<file path="config.mk">
export PLATFORM = sky130hd
export DESIGN_NAME = parse_unit
export DESIGN_NICKNAME = d
export VERILOG_FILES = /design/src/rtl/parse_unit_pkg.sv /design/src/rtl/parse_fifo.sv /design/src/rtl/parse_unit.sv
export SDC_FILE = /design/constraint.sdc
export NUM_CORES = 1
export LEC_CHECK = 0
export ABC_AREA = 1
export CORE_MARGIN = 1.5
export CORE_UTILIZATION = 59
export DETAILED_ROUTE_END_ITERATION = 8
export GPL_ROUTABILITY_DRIVEN = 0
export PLACE_DENSITY = 0.8
export SLEW_MARGIN = 20
export SYNTH_ARGS = -nofsm -noshare
export SYNTH_HDL_FRONTEND = slang
export SYNTH_HIERARCHICAL = 1
export SYNTH_SLANG_ARGS = --single-unit
</file>
<file path="constraint.sdc">
create_clock -name clock_i -period 4.9 [get_ports clock_i]
set_clock_uncertainty 0.2 [all_clocks]
set_input_delay 0.49 -clock clock_i [delete_from_list [all_inputs] [get_ports clock_i]]
set_output_delay 0.49 -clock clock_i [all_outputs]
set_load 0.005 [all_outputs]
</file>
<file path="src/rtl/parse_unit_pkg.sv">
`default_nettype none
// ============================================================================
// Module      : parse_unit_pkg
// Description : Instruction word geometry and field positions, shared by the
//               fetch, parse and decode stages.
// Revision    : 1.0 - initial release
// ============================================================================
package parse_unit_pkg;

    localparam int unsigned c_bytes_per_instr = 4;
    localparam int unsigned c_instr_width     = 8 * c_bytes_per_instr;
    localparam int unsigned c_pc_width        = 16;

    // Field bit positions within the 32-bit instruction word
    localparam int unsigned c_format_bit      = 29;
    localparam int unsigned c_branch_bit      = 28;
    localparam int unsigned c_opcode_msb      = 27;
    localparam int unsigned c_opcode_lsb      = 21;
    localparam int unsigned c_primary_msb     = 20;
    localparam int unsigned c_primary_lsb     = 16;
    localparam int unsigned c_secondary_msb   = 15;
    localparam int unsigned c_secondary_lsb   = 0;

    // Bits 31:30 are reserved and must be zero in a legal instruction
    localparam logic [c_instr_width-1:0] c_reserved_mask = 32'hC000_0000;

    // True when any reserved bit of the word is set
    function automatic logic has_reserved(input logic [c_instr_width-1:0] word);
        return |(word & c_reserved_mask);
    endfunction

endpackage : parse_unit_pkg
`default_nettype wire

</file>
<file path="src/rtl/parse_fifo.sv">
`default_nettype none
// ============================================================================
// Module      : parse_fifo
// Description : Queue of parsed instruction entries. First-word-fall-through
//               head, simultaneous push/pop allowed when full, flush clears.
// Revision    : 1.0 - initial release
// ============================================================================
module parse_fifo #(
    parameter int unsigned WIDTH = 48,
    parameter int unsigned DEPTH = 4
) (
    input  logic             clock_i,
    input  logic             reset_i,
    input  logic             flush_i,
    input  logic             push_i,
    input  logic [WIDTH-1:0] data_i,
    input  logic             pop_i,
    output logic [WIDTH-1:0] data_o,
    output logic             valid_o,
    output logic             full_o
);

    localparam int unsigned PTR_W = $clog2(DEPTH);
    localparam int unsigned CNT_W = PTR_W + 1;

    logic [WIDTH-1:0] r_mem [DEPTH];
    logic [PTR_W-1:0] r_wr_ptr;
    logic [PTR_W-1:0] r_rd_ptr;
    logic [CNT_W-1:0] r_count;

    logic w_empty;
    logic w_full;
    logic w_pop_ok;
    logic w_push_ok;

    assign w_empty   = (r_count == '0);
    assign w_full    = (r_count == CNT_W'(DEPTH));
    assign w_pop_ok  = pop_i & ~w_empty;
    // A full queue can still take a push when the head leaves on the same edge
    assign w_push_ok = push_i & (~w_full | w_pop_ok);

    // Pointer and occupancy tracking; pointers wrap naturally at DEPTH
    always_ff @(posedge clock_i or negedge reset_i) begin
        if (!reset_i) begin
            r_wr_ptr <= '0;
            r_rd_ptr <= '0;
            r_count  <= '0;
        end else if (flush_i) begin
            r_wr_ptr <= '0;
            r_rd_ptr <= '0;
            r_count  <= '0;
        end else begin
            if (w_push_ok) begin
                r_wr_ptr <= r_wr_ptr + PTR_W'(1);
            end
            if (w_pop_ok) begin
                r_rd_ptr <= r_rd_ptr + PTR_W'(1);
            end
            case ({w_push_ok, w_pop_ok})
                2'b10:   r_count <= r_count + CNT_W'(1);
                2'b01:   r_count <= r_count - CNT_W'(1);
                default: r_count <= r_count;
            endcase
        end
    end

    // Storage array; contents are meaningless while the queue is empty
    always_ff @(posedge clock_i) begin
        if (w_push_ok && !flush_i) begin
            r_mem[r_wr_ptr] <= data_i;
        end
    end

    assign data_o  = r_mem[r_rd_ptr];
    assign valid_o = ~w_empty;
    assign full_o  = w_full;

endmodule : parse_fifo
`default_nettype wire

</file>
<file path="src/rtl/parse_unit.sv">
`default_nettype none
// ============================================================================
// Module      : parse_unit
// Description : Assembles fetched bytes (big-endian, PC-contiguous) into
//               instruction words, queues them with their start PC and
//               decodes the head entry into instruction fields.
// Revision    : 1.0 - initial release
// ============================================================================
module parse_unit
    import parse_unit_pkg::*;
#(
    parameter int unsigned BYTES_PER_INSTR = c_bytes_per_instr,
    parameter int unsigned FIFO_DEPTH      = 4
) (
    input  logic        clock_i,
    input  logic        reset_i,
    input  logic        enable_i,
    input  logic [15:0] PC_i,
    input  logic [7:0]  data_i,
    input  logic        flush_i,
    input  logic        ready_i,
    output logic        valid_o,
    output logic [15:0] PC_o,
    output logic        format_o,
    output logic        branch_o,
    output logic [6:0]  opcode_o,
    output logic [4:0]  primary_o,
    output logic [15:0] secondary_o,
    output logic        illegal_o,
    output logic        overflow_o
);

    localparam int unsigned WORD_W  = 8 * BYTES_PER_INSTR;
    localparam int unsigned ENTRY_W = WORD_W + c_pc_width;
    localparam int unsigned CNT_W   = (BYTES_PER_INSTR > 1) ? $clog2(BYTES_PER_INSTR) : 1;
    localparam int unsigned LAST    = BYTES_PER_INSTR - 1;

    logic [CNT_W-1:0]   r_byte_cnt;
    logic [15:0]        r_exp_pc;
    logic [15:0]        r_start_pc;
    logic [WORD_W-1:0]  r_word;
    logic               r_overflow;

    logic               w_accept;
    logic               w_restart;
    logic               w_last;
    logic               w_push;
    logic               w_pop;
    logic               w_drop;
    logic               w_fifo_valid;
    logic               w_fifo_full;
    logic [WORD_W-1:0]  w_next_word;
    logic [ENTRY_W-1:0] w_push_entry;
    logic [ENTRY_W-1:0] w_head_entry;
    logic [WORD_W-1:0]  w_head_word;
    logic [15:0]        w_head_pc;

    // Shifting left places the first byte in the top lane after a full word
    assign w_next_word  = {r_word[WORD_W-9:0], data_i};
    assign w_accept     = enable_i & ~flush_i;
    // A byte starts a new word at count 0 or when it breaks PC contiguity
    assign w_restart    = (r_byte_cnt == '0) || (PC_i != r_exp_pc);
    assign w_last       = ~w_restart && (r_byte_cnt == CNT_W'(LAST));
    assign w_push       = w_accept & w_last;
    assign w_pop        = w_fifo_valid & ready_i;
    assign w_drop       = w_push & w_fifo_full & ~w_pop;
    assign w_push_entry = {w_next_word, r_start_pc};

    // Byte assembler: counter, expected next PC and start PC of the word
    always_ff @(posedge clock_i or negedge reset_i) begin
        if (!reset_i) begin
            r_byte_cnt <= '0;
            r_exp_pc   <= '0;
            r_start_pc <= '0;
            r_word     <= '0;
        end else if (flush_i) begin
            r_byte_cnt <= '0;
        end else if (w_accept) begin
            r_word   <= w_next_word;
            r_exp_pc <= PC_i + 16'd1;
            if (w_restart) begin
                r_start_pc <= PC_i;
                r_byte_cnt <= CNT_W'(1);
            end else if (w_last) begin
                r_byte_cnt <= '0;
            end else begin
                r_byte_cnt <= r_byte_cnt + CNT_W'(1);
            end
        end
    end

    // Sticky record that a completed word was lost to a full queue
    always_ff @(posedge clock_i or negedge reset_i) begin
        if (!reset_i) begin
            r_overflow <= 1'b0;
        end else if (w_drop) begin
            r_overflow <= 1'b1;
        end
    end

    parse_fifo #(
        .WIDTH (ENTRY_W),
        .DEPTH (FIFO_DEPTH)
    ) u_fifo (
        .clock_i (clock_i),
        .reset_i (reset_i),
        .flush_i (flush_i),
        .push_i  (w_push),
        .data_i  (w_push_entry),
        .pop_i   (w_pop),
        .data_o  (w_head_entry),
        .valid_o (w_fifo_valid),
        .full_o  (w_fifo_full)
    );

    // Fields are forced to zero when nothing valid is at the head
    assign w_head_word = w_fifo_valid ? w_head_entry[ENTRY_W-1 -: WORD_W] : '0;
    assign w_head_pc   = w_fifo_valid ? w_head_entry[c_pc_width-1:0]      : '0;

    assign valid_o     = w_fifo_valid;
    assign PC_o        = w_head_pc;
    assign format_o    = w_head_word[c_format_bit];
    assign branch_o    = w_head_word[c_branch_bit];
    assign opcode_o    = w_head_word[c_opcode_msb:c_opcode_lsb];
    assign primary_o   = w_head_word[c_primary_msb:c_primary_lsb];
    assign secondary_o = w_head_word[c_secondary_msb:c_secondary_lsb];
    assign illegal_o   = w_fifo_valid & has_reserved(w_head_word);
    assign overflow_o  = r_overflow;

endmodule : parse_unit
`default_nettype wire
</file>
## Word-level counts from Yosys, hierarchy flattened

Memories as Yosys holds them, arrays and structs flattened.
Cells that the tools add are included.
W data, S select, Z words.

| word-level totals | value |
|---|---|
| flip-flop bits (word level) | 66 |
| RAM bits | 192 |
| input bits | 29 |
| output and inout bits | 49 |
| word-level logic and storage cells | 61 |
| memories kept | 1 |

Memories:

| name | depth | bits a word | rd ports | clocked after Yosys merged registers in | wr ports | line | text |
|---|---|---|---|---|---|---|---|
| u_fifo.r_mem | 4 | 48 | 1 | 0 | 1 | parse_fifo.sv:26 | `logic [WIDTH-1:0] r_mem [DEPTH];` |

| operators by class | value |
|---|---|
| $add $sub $neg | 6 |
| equality and inequality tests | 5 |
| multiplexer cells | 14 |
| bitwise logic cells | 14 |
| reduce and logical (&&, ||, !) cells | 13 |

Operators with widths:

| kind | number |
|---|---|
| $mux W32 | 1 |
| $add A16 B1 Y16 const B | 1 |
| $mux W16 | 1 |
| $mux W2 | 8 |
| $ne A16 B16 Y1 | 1 |
| $and A1 B1 Y1 | 8 |
| $add A2 B1 Y2 const B | 3 |
| $pmux W3 S2 | 1 |
| $reduce_bool A2 Y1 | 3 |
| $not A1 Y1 | 5 |
| $eq A2 B2 Y1 const B | 2 |
| $add A3 B1 Y3 const B | 1 |
| $eq A3 B3 Y1 const B | 1 |
| $logic_not A3 Y1 | 1 |
| $mux W3 | 1 |
| $reduce_and A3 Y1 | 1 |
| $reduce_bool A3 Y1 | 1 |
| $sub A3 B1 Y3 const B | 1 |
| $eq A2 B1 Y1 const B | 1 |
| $logic_and A1 B1 Y1 | 2 |
| $logic_not A2 Y1 | 1 |
| $mux W1 | 2 |
| $reduce_and A2 Y1 | 1 |
| $reduce_or A2 Y1 | 1 |
| 3 further kinds | 3 |

## Logic depth before layout (Yosys ltp)

Gate-level depths: netlist (run 1).

| depth | value |
|---|---|
| depth in word-level cells | 9 |
| depth in mapped cells | 19 |
| mapped depth without buffers | 18 |

## Hierarchy

The synthesis (run 1) kept the hierarchy.

By module, submodules not included:

| module | times used | cells an instance | area each (sq um) | seq. area each (sq um) |
|---|---|---|---|---|
| parse_fifo | 1 | 531 | 7614.8 | 5940.7 |
| parse_unit | 1 | 477 | 3285.7 | 1476.4 |

## Worst setup path before layout (run 1)

No wires, ideal clock.

| timing | value |
|---|---|
| kind | input -> register |
| start | in enable_i |
| end | mem u_fifo.r_mem[0][0], enable pin |
| setup time | 0.454 ns |
| arrival | 3.765 ns |
| data required time | 4.246 ns |
| setup slack | 0.482 ns |
| stages | 10 |
| buffers on the path | 2 |
| cells stage by stage | inv_1 > nor2_2 > inv_1 > clkbuf_1 > clkbuf_1 > nor3_2 > nand2_1 > inv_2 > nand2_2 > nor2_1 |

| between the ends | value |
|---|---|
| longest elaborated chain between the ends | 6 |

Ends and longest elaborated chain:

| what | line | text |
|---|---|---|
| start, declared | parse_unit.sv:17 | `input logic enable_i,` |
| $and A1 B1 Y1 | parse_unit.sv:60 | `assign w_accept = enable_i & ~flush_i;` |
| $and A1 B1 Y1 | parse_unit.sv:64 | `assign w_push = w_accept & w_last;` |
| named net w_push | parse_unit.sv:47 | `logic w_push;` |
| $and A1 B1 Y1 | parse_fifo.sv:40 | `assign w_push_ok = push_i & (~w_full \| w_pop_ok);` |
| $logic_and A1 B1 Y1 | parse_fifo.sv:69 | `if (w_push_ok && !flush_i) begin` |
| $mux W1 | parse_fifo.sv:69 |  |
| $mux W1 (implied by the code) | parse_fifo.sv:70 | `r_mem[r_wr_ptr] <= data_i;` |
| end, declared | parse_fifo.sv:26 |  |

The timed path passes the listed nets, and every way through them passes these cells.

## Worst setup path after layout (run 1)

| timing | value |
|---|---|
| start | reg u_fifo.r_rd_ptr[0] |
| end | out opcode_o[1] |

| between the ends | value |
|---|---|
| longest elaborated chain between the ends | 2 |

Ends and longest elaborated chain:

| what | line | text |
|---|---|---|
| start, declared | parse_fifo.sv:28 | `logic [PTR_W-1:0] r_rd_ptr;` |
| start signal, assigned | parse_fifo.sv:57 | `r_rd_ptr <= r_rd_ptr + PTR_W'(1);` |
| $mem_v2 Z4 W48 | -- |  |
| named net w_head_entry[38] | parse_unit.sv:54 | `logic [ENTRY_W-1:0] w_head_entry;` |
| $mux W32 | parse_unit.sv:117 | `assign w_head_word = w_fifo_valid ? w_head_entry[ENTRY_W-1 -: WORD_W] : '0;` |
| end, declared | parse_unit.sv:26 | `output logic [6:0] opcode_o,` |

The timed path passes the listed nets, and every way through them passes these cells.

==> results.yml, run 1 <==
clock_tree:
  cts_buffer_depth: 3
  cts_tree: "built"
  cts-hold-fix-buffers: 1
  post_cts_buffers: 0
  clk_pin_slew_ps: 70
  cts_resized: 0
  clk_latency_ps: 510
  htree_levels: 1
  cts_root_buffer: "clkbuf_16"
  cts_buffers: 25
  cts.sinks: 258
setup_path:
  cp.arrival_ps: 3200
  cp-end-kind: "primary output"
  reg2reg_depth: 12
  cp_num_buf_inv: 3
  worstPathRequired_ps: 4210
  crit_chain: "inv_4 -> o21ai_0 -> o22ai_1 -> nand2_1 -> inv_1 -> clkdlybuf4s50_1"
  crit_path_start_kind: "flop"
  crit_cells: 6
  criticalPathCategory: "reg -> out"
  max_stage_delay_ps: 780
  cp_max_fo: 97
  critPathTopFamily: "buffers and inverters"
  slowest_stage: "inv_4"
timing:
  period_share_pct: 79.3
  finalSetupViolations: 0
  finalMaxSlewViolations: 0
  hold_violations: 0
  clock.fmax_mhz: 257
  tightestPinTransition_ps: 926
  holdWs_ps: 273
  slew_headroom_pct: 38.3
  fin_crit_ps: 3890
  final.setup.tns_ps: 0
  rsz0062_at_grt: "no"
drt:
  initialDrtViolationCount: 669
  first_pass_iters: 5
  routed_via_density: 5.67
  drc: 0
  vias: 7504
  wire_per_inst_um: 17.3
  drt-total-wl_um: 22900
  final_antenna_net_count: 0
place:
  port_buffers: 77
  dp_hpwl_um: 13100
  dp_cells: 1277
  place_area_sq_um: 11900
synth:
  synth.distinct_cells: 34
  yosys-top-cells-area: "edfxtp_1, dfrtp_1, nand2_1, o21ai_0, nor2_1"
  synth-seq-area-share_pct: 68.0
  netlist_area_sq_um: 10900
  synth_top_area_cell: "edfxtp_1"
  netlist.area_leader.share_pct: 52.9
  synth_fp_nets: 1045
  ys_seq_elements: 258
  synth_area_per_cell_sq_um: 10.8
  yosys_warnings: 6
  syn_inst: 1008
flow_run:
  maxCapViolCount: 0
die:
  initial_utilization_pct: 60.5
  die_h_um: 139
  coreArea_sq_um: 18000
  ioPinCount: 78
  die_area_sq_um: 19300
  dieWidth_um: 139
  rows: 49
cells_and_area:
  stdcell_count: 1323
  final_cell_area_sq_um: 12600
  finalNetCount: 1113
  area_growth_pct: 16.0
  finalCoreUtilization_pct: 70.1
  layout-drive-gt1-share_pct: 7.04
  antenna_cells: 0
worst_hold_path:
  hold_path_class: "reg -> reg"
  hold_depth: 2
power_and_ir_drop:
  power_density_nw_per_um2: 460
  peakVddDrop_mv: 0.327
  total_leakage_power_nw: 5.12
global_route:
  grt_pass1_wl_um: 36900
  grtUsageTotal_pct: 23.9
  antenna_found_initial: 0
  grt_max_degree: 98
  grt_pass1_vias: 7415
  overflow: 0
status:
  status: "finished, final reports clean"
registers in the layout, indices dropped and copies added (netlist names):
register / count
u_fifo/r_wr_ptr: 2
r_exp_pc: 16
r_word: 24
r_start_pc: 16
overflow_o: 1
u_fifo/r_mem: 192
r_byte_cnt: 2
u_fifo/r_rd_ptr: 2
u_fifo/r_count: 3
report_power, final:
group	internal, mW	switching, mW
sequential	2.47	0.136
combinational	0.643	0.745
clock	1.06	0.752
routing by layer:
| metal | GRT usage, % | part of all wire [%] | up-vias |
|---|---|---|---|
| met5 | 0 | 0 | - |
| met4 | 8.94 | 3.0 | 0 |
| met3 | 3.00 | 5.4 | 59 |
| met2 | 41.7 | 51 | 263 |
| met1 | 30.8 | 41 | 3640 |
| li1 | - | - | 3542 |
cell usage after synthesis, drive strengths merged:
master,number
buf,26
xnor2,6
nor3,9
xor2,5
fa,1
or2,2
a31oi,2
ha,7
o21ai,127
nand3,37
dfrtp,66
clkbuf,23
a21oi,6
edfxtp,192
inv,107
o22ai,51
nand4,4
nor2,125
nand2,211
o21a,1
cell usage in the layout, fill, tap and decap left out, types with 6 or more instances in the layout:
cell and instances:
nand2_1 206, edfxtp_1 192, o21ai_0 118, nor2_1 115
inv_1 101, clkdlybuf4s50_1 76, dfrtp_1 65, o22ai_1 51
nand3_1 33, clkbuf_16 25, o21ai_1 9, buf_4 9
nor3_1 8, nor2_4 7, ha_1 7, clkbuf_1 7
a21oi_1 6, xnor2_1 6
layout make-up:
type / instances / area (sq um)
timing repair buffer: 90 / 903
sequential: 258 / 7420
clock buffer: 37 / 721
fill: 1280 / 5380
inverter: 107 / 404
tap: 229 / 287
clock inverter: 8 / 61.3
multi-input combinational: 594 / 2850
logic make-up after synthesis:
family	Yosys count	share of synthesized area (%)
buf+inv	156	6.15
fa+ha+maj	8	0.987
xor+xnor	11	0.884
simple gates	388	14.7
compound gates	187	9.22
flops	258	68.0
worst min-delay path, stage by stage, from the launching register on:
cell	delay, ps
dfrtp_1	350
inv_1	40
nand2_1	50
final timing paths:
kind / endpoint / startpoint / slack, ps
worst max-delay path: opcode_o[1] / u_fifo/r_rd_ptr[0]$_DFFE_PN0P_ / 1010
worst min-delay path: overflow_o$_DFFE_PN0P_ / overflow_o$_DFFE_PN0P_ / 270
worst max register to register: u_fifo/r_mem[1][37]$_DFFE_PP_ / r_byte_cnt[0]$_DFFE_PN0P_ / 1590
worst min register to register: overflow_o$_DFFE_PN0P_ / overflow_o$_DFFE_PN0P_ / 270
max in group asynchronous: r_word[10]$_DFFE_PN0P_ / reset_i / 3100
min in group asynchronous: r_start_pc[13]$_DFFE_PN0P_ / reset_i / 430
through the flow:
stage / power (mW) / setup WS, ps
floorplan: 3.36 / 482
global placement: 4.00 / 1160
detailed placement: 4.03 / 1070
CTS: 5.85 / 967
global route: 6.09 / 747
finish: 5.81 / 1010
No activity file was read; power rests on OpenSTA's default activity.
==> run 2, diff against run 1 <==
CORE_UTILIZATION = 53   (was 59)
PLACE_DENSITY = 0.76   (was 0.8)
clock period = 3.25 ns   (was 4.9 ns; I/O delays follow)
==> run 2 against run 1 <==
Effect of this change: sequential power is 49% higher; via count is 1.1% higher; utilization is 6.3 points lower; flip-flop and latch count stayed put; global-route usage is 1.6 points lower; total power is 54% higher; sequential share of layout area is 1.3 points lower; combinational power is 60% higher; wire length is 3.7% higher; critical endpoint is now secondary_o[1].
==> results.yml, run 2 (synthesis results as in run 1) <==
clock_tree:
  cts_buffer_depth: 3
  clk_pin_slew_ps: 60
  cts_buffers: 26
  cts.sinks: 258
  cts_root_buffer: "clkbuf_16"
  clk_latency_ps: 530
  post_cts_buffers: 0
  htree_levels: 1
  cts_tree: "built"
setup_path:
  crit_start: "u_fifo/r_rd_ptr[0]$_DFFE_PN0P_"
  cp-end-kind: "primary output"
  criticalPathCategory: "reg -> out"
  crit_path_start_kind: "flop"
  r2r_start: "r_byte_cnt[0]$_DFFE_PN0P_"
  reg2reg_depth: 17
  cp.arrival_ps: 2540
  r2r-end: "u_fifo/r_count[2]$_DFFE_PN0P_"
  rrSetupSlack_ps: 380
  worstPathRequired_ps: 2720
  cp_max_fo: 49
timing:
  tightestPinTransition_ps: 666
  clock.fmax_mhz: 326
  fin_crit_ps: 3060
  holdWs_ps: 134
  period_share_pct: 94.3
  final.setup.tns_ps: 0
  hold_violations: 0
  finalMaxSlewViolations: 0
  slew_headroom_pct: 55.6
  finalSetupViolations: 0
  rsz0062_at_grt: "no"
die:
  coreArea_sq_um: 20200
  die_h_um: 146
  initial_utilization_pct: 53.9
  ioPinCount: 78
  dieWidth_um: 146
  rows: 52
  die_area_sq_um: 21400
cells_and_area:
  largest_register_ffs: 192
  fill_cells: 1532
  final_common_cell: "nand2_1"
  area_growth_pct: 18.5
  antenna_cells: 0
  largestRegisters: "u_fifo/r_mem (192), r_word (24)"
  layout_common_cells: "nand2_1, edfxtp_1, o21ai_0, nor2_1, inv_1"
  top_register: "u_fifo/r_mem"
  layout-drive-gt1-share_pct: 8.90
  register_area_sq_um: 7420
  multi_input_area_sq_um: 2850
  finalNetCount: 1129
global_route:
  grt_pass1_vias: 7376
  grtUsageTotal_pct: 22.2
  overflow: 0
  grt_max_degree: 98
  antenna_found_initial: 0
  grt_pass1_wl_um: 38000
drt:
  wire_per_inst_um: 17.2
  vias: 7586
  drt-total-wl_um: 23700
  initialDrtViolationCount: 536
  first_pass_iters: 5
  final_antenna_net_count: 0
  drc: 0
  routed_via_density: 5.49
place:
  port_buffers: 77
  dp_hpwl_um: 14200
power_and_ir_drop:
  peakVddDrop_mv: 0.451
  total_leakage_power_nw: 5.23
  power_density_nw_per_um2: 694
status:
  status: "finished, final reports clean"
worst_hold_path:
  hold_path_class: "in -> async"
flow_run:
  maxCapViolCount: 0
[run 2: power by group]
part / total [mW] / switching, mW / internal [mW]
combinational: 2.23 / 1.20 / 1.02
clock: 2.86 / 1.23 / 1.63
sequential: 3.89 / 0.161 / 3.73
[run 2: worst max-delay path, stage by stage, from the launching register on]
cell             delay (ps)
dfrtp_2                 460
inv_6                   300
buf_4                   320
o21ai_0                 120
o22ai_1                 180
nand2_1                  80
inv_1                    50
clkdlybuf4s50_1         490
[run 2: what timing repair did]
action / 4_1_cts / 5_1_grt
hold buffers: 1 / 0
hold endpoints to repair: 40 / 0
endpoints found under the setup margin: 0 / 9
gates resized for setup: 0 / 1
[run 2: metal layers]
layer	vias to the layer above	GRT usage [%]	share of wire, %
met3	56	2.41	5.6
met2	311	38.9	50
met5	-	0	0
met4	0	7.27	3.0
li1	3567	-	-
met1	3652	29.3	41
[run 2: layout make-up]
type                    instances  share of cell area, %
clock buffers                  34                   5.50
clock inverters                14                  0.920
inverters                     107                   3.15
multi-input cells             594                   22.0
flip-flops and latches        258                   57.4
well taps                     270                   2.61
repair buffers                105                   8.37
[run 2: per-stage QoR]
stage / setup WS (ps) / utilization (%) / instances / power (mW) / cell area [sq um]
6_report: 185 / 63.9 / 1382 / 8.97 / 12900
5_1_grt: 37.7 / 63.9 / 1382 / 9.39 / 12900
4_1_cts: 49.9 / 63.8 / 1382 / 9.03 / 12900
3_5_place_dp: 147 / 59.7 / 1333 / 6.17 / 12100
3_3_place_gp: 193 / 59.7 / 1333 / 6.12 / 12100
2_1_floorplan: -332 / - / 1008 / 5.07 / 10900
[run 2: how the worst max path moves through the flow]
stage                                    endpoint  cells after the start
global route                       secondary_o[0]                      7
floorplan            u_fifo/r_mem[0][0]$_DFFE_PP_                     12
detailed placement  u_fifo/r_count[2]$_DFFE_PN0P_                     19
CTS                                secondary_o[1]                      7
global placement    u_fifo/r_count[2]$_DFFE_PN0P_                     19
finish                             secondary_o[1]                      7
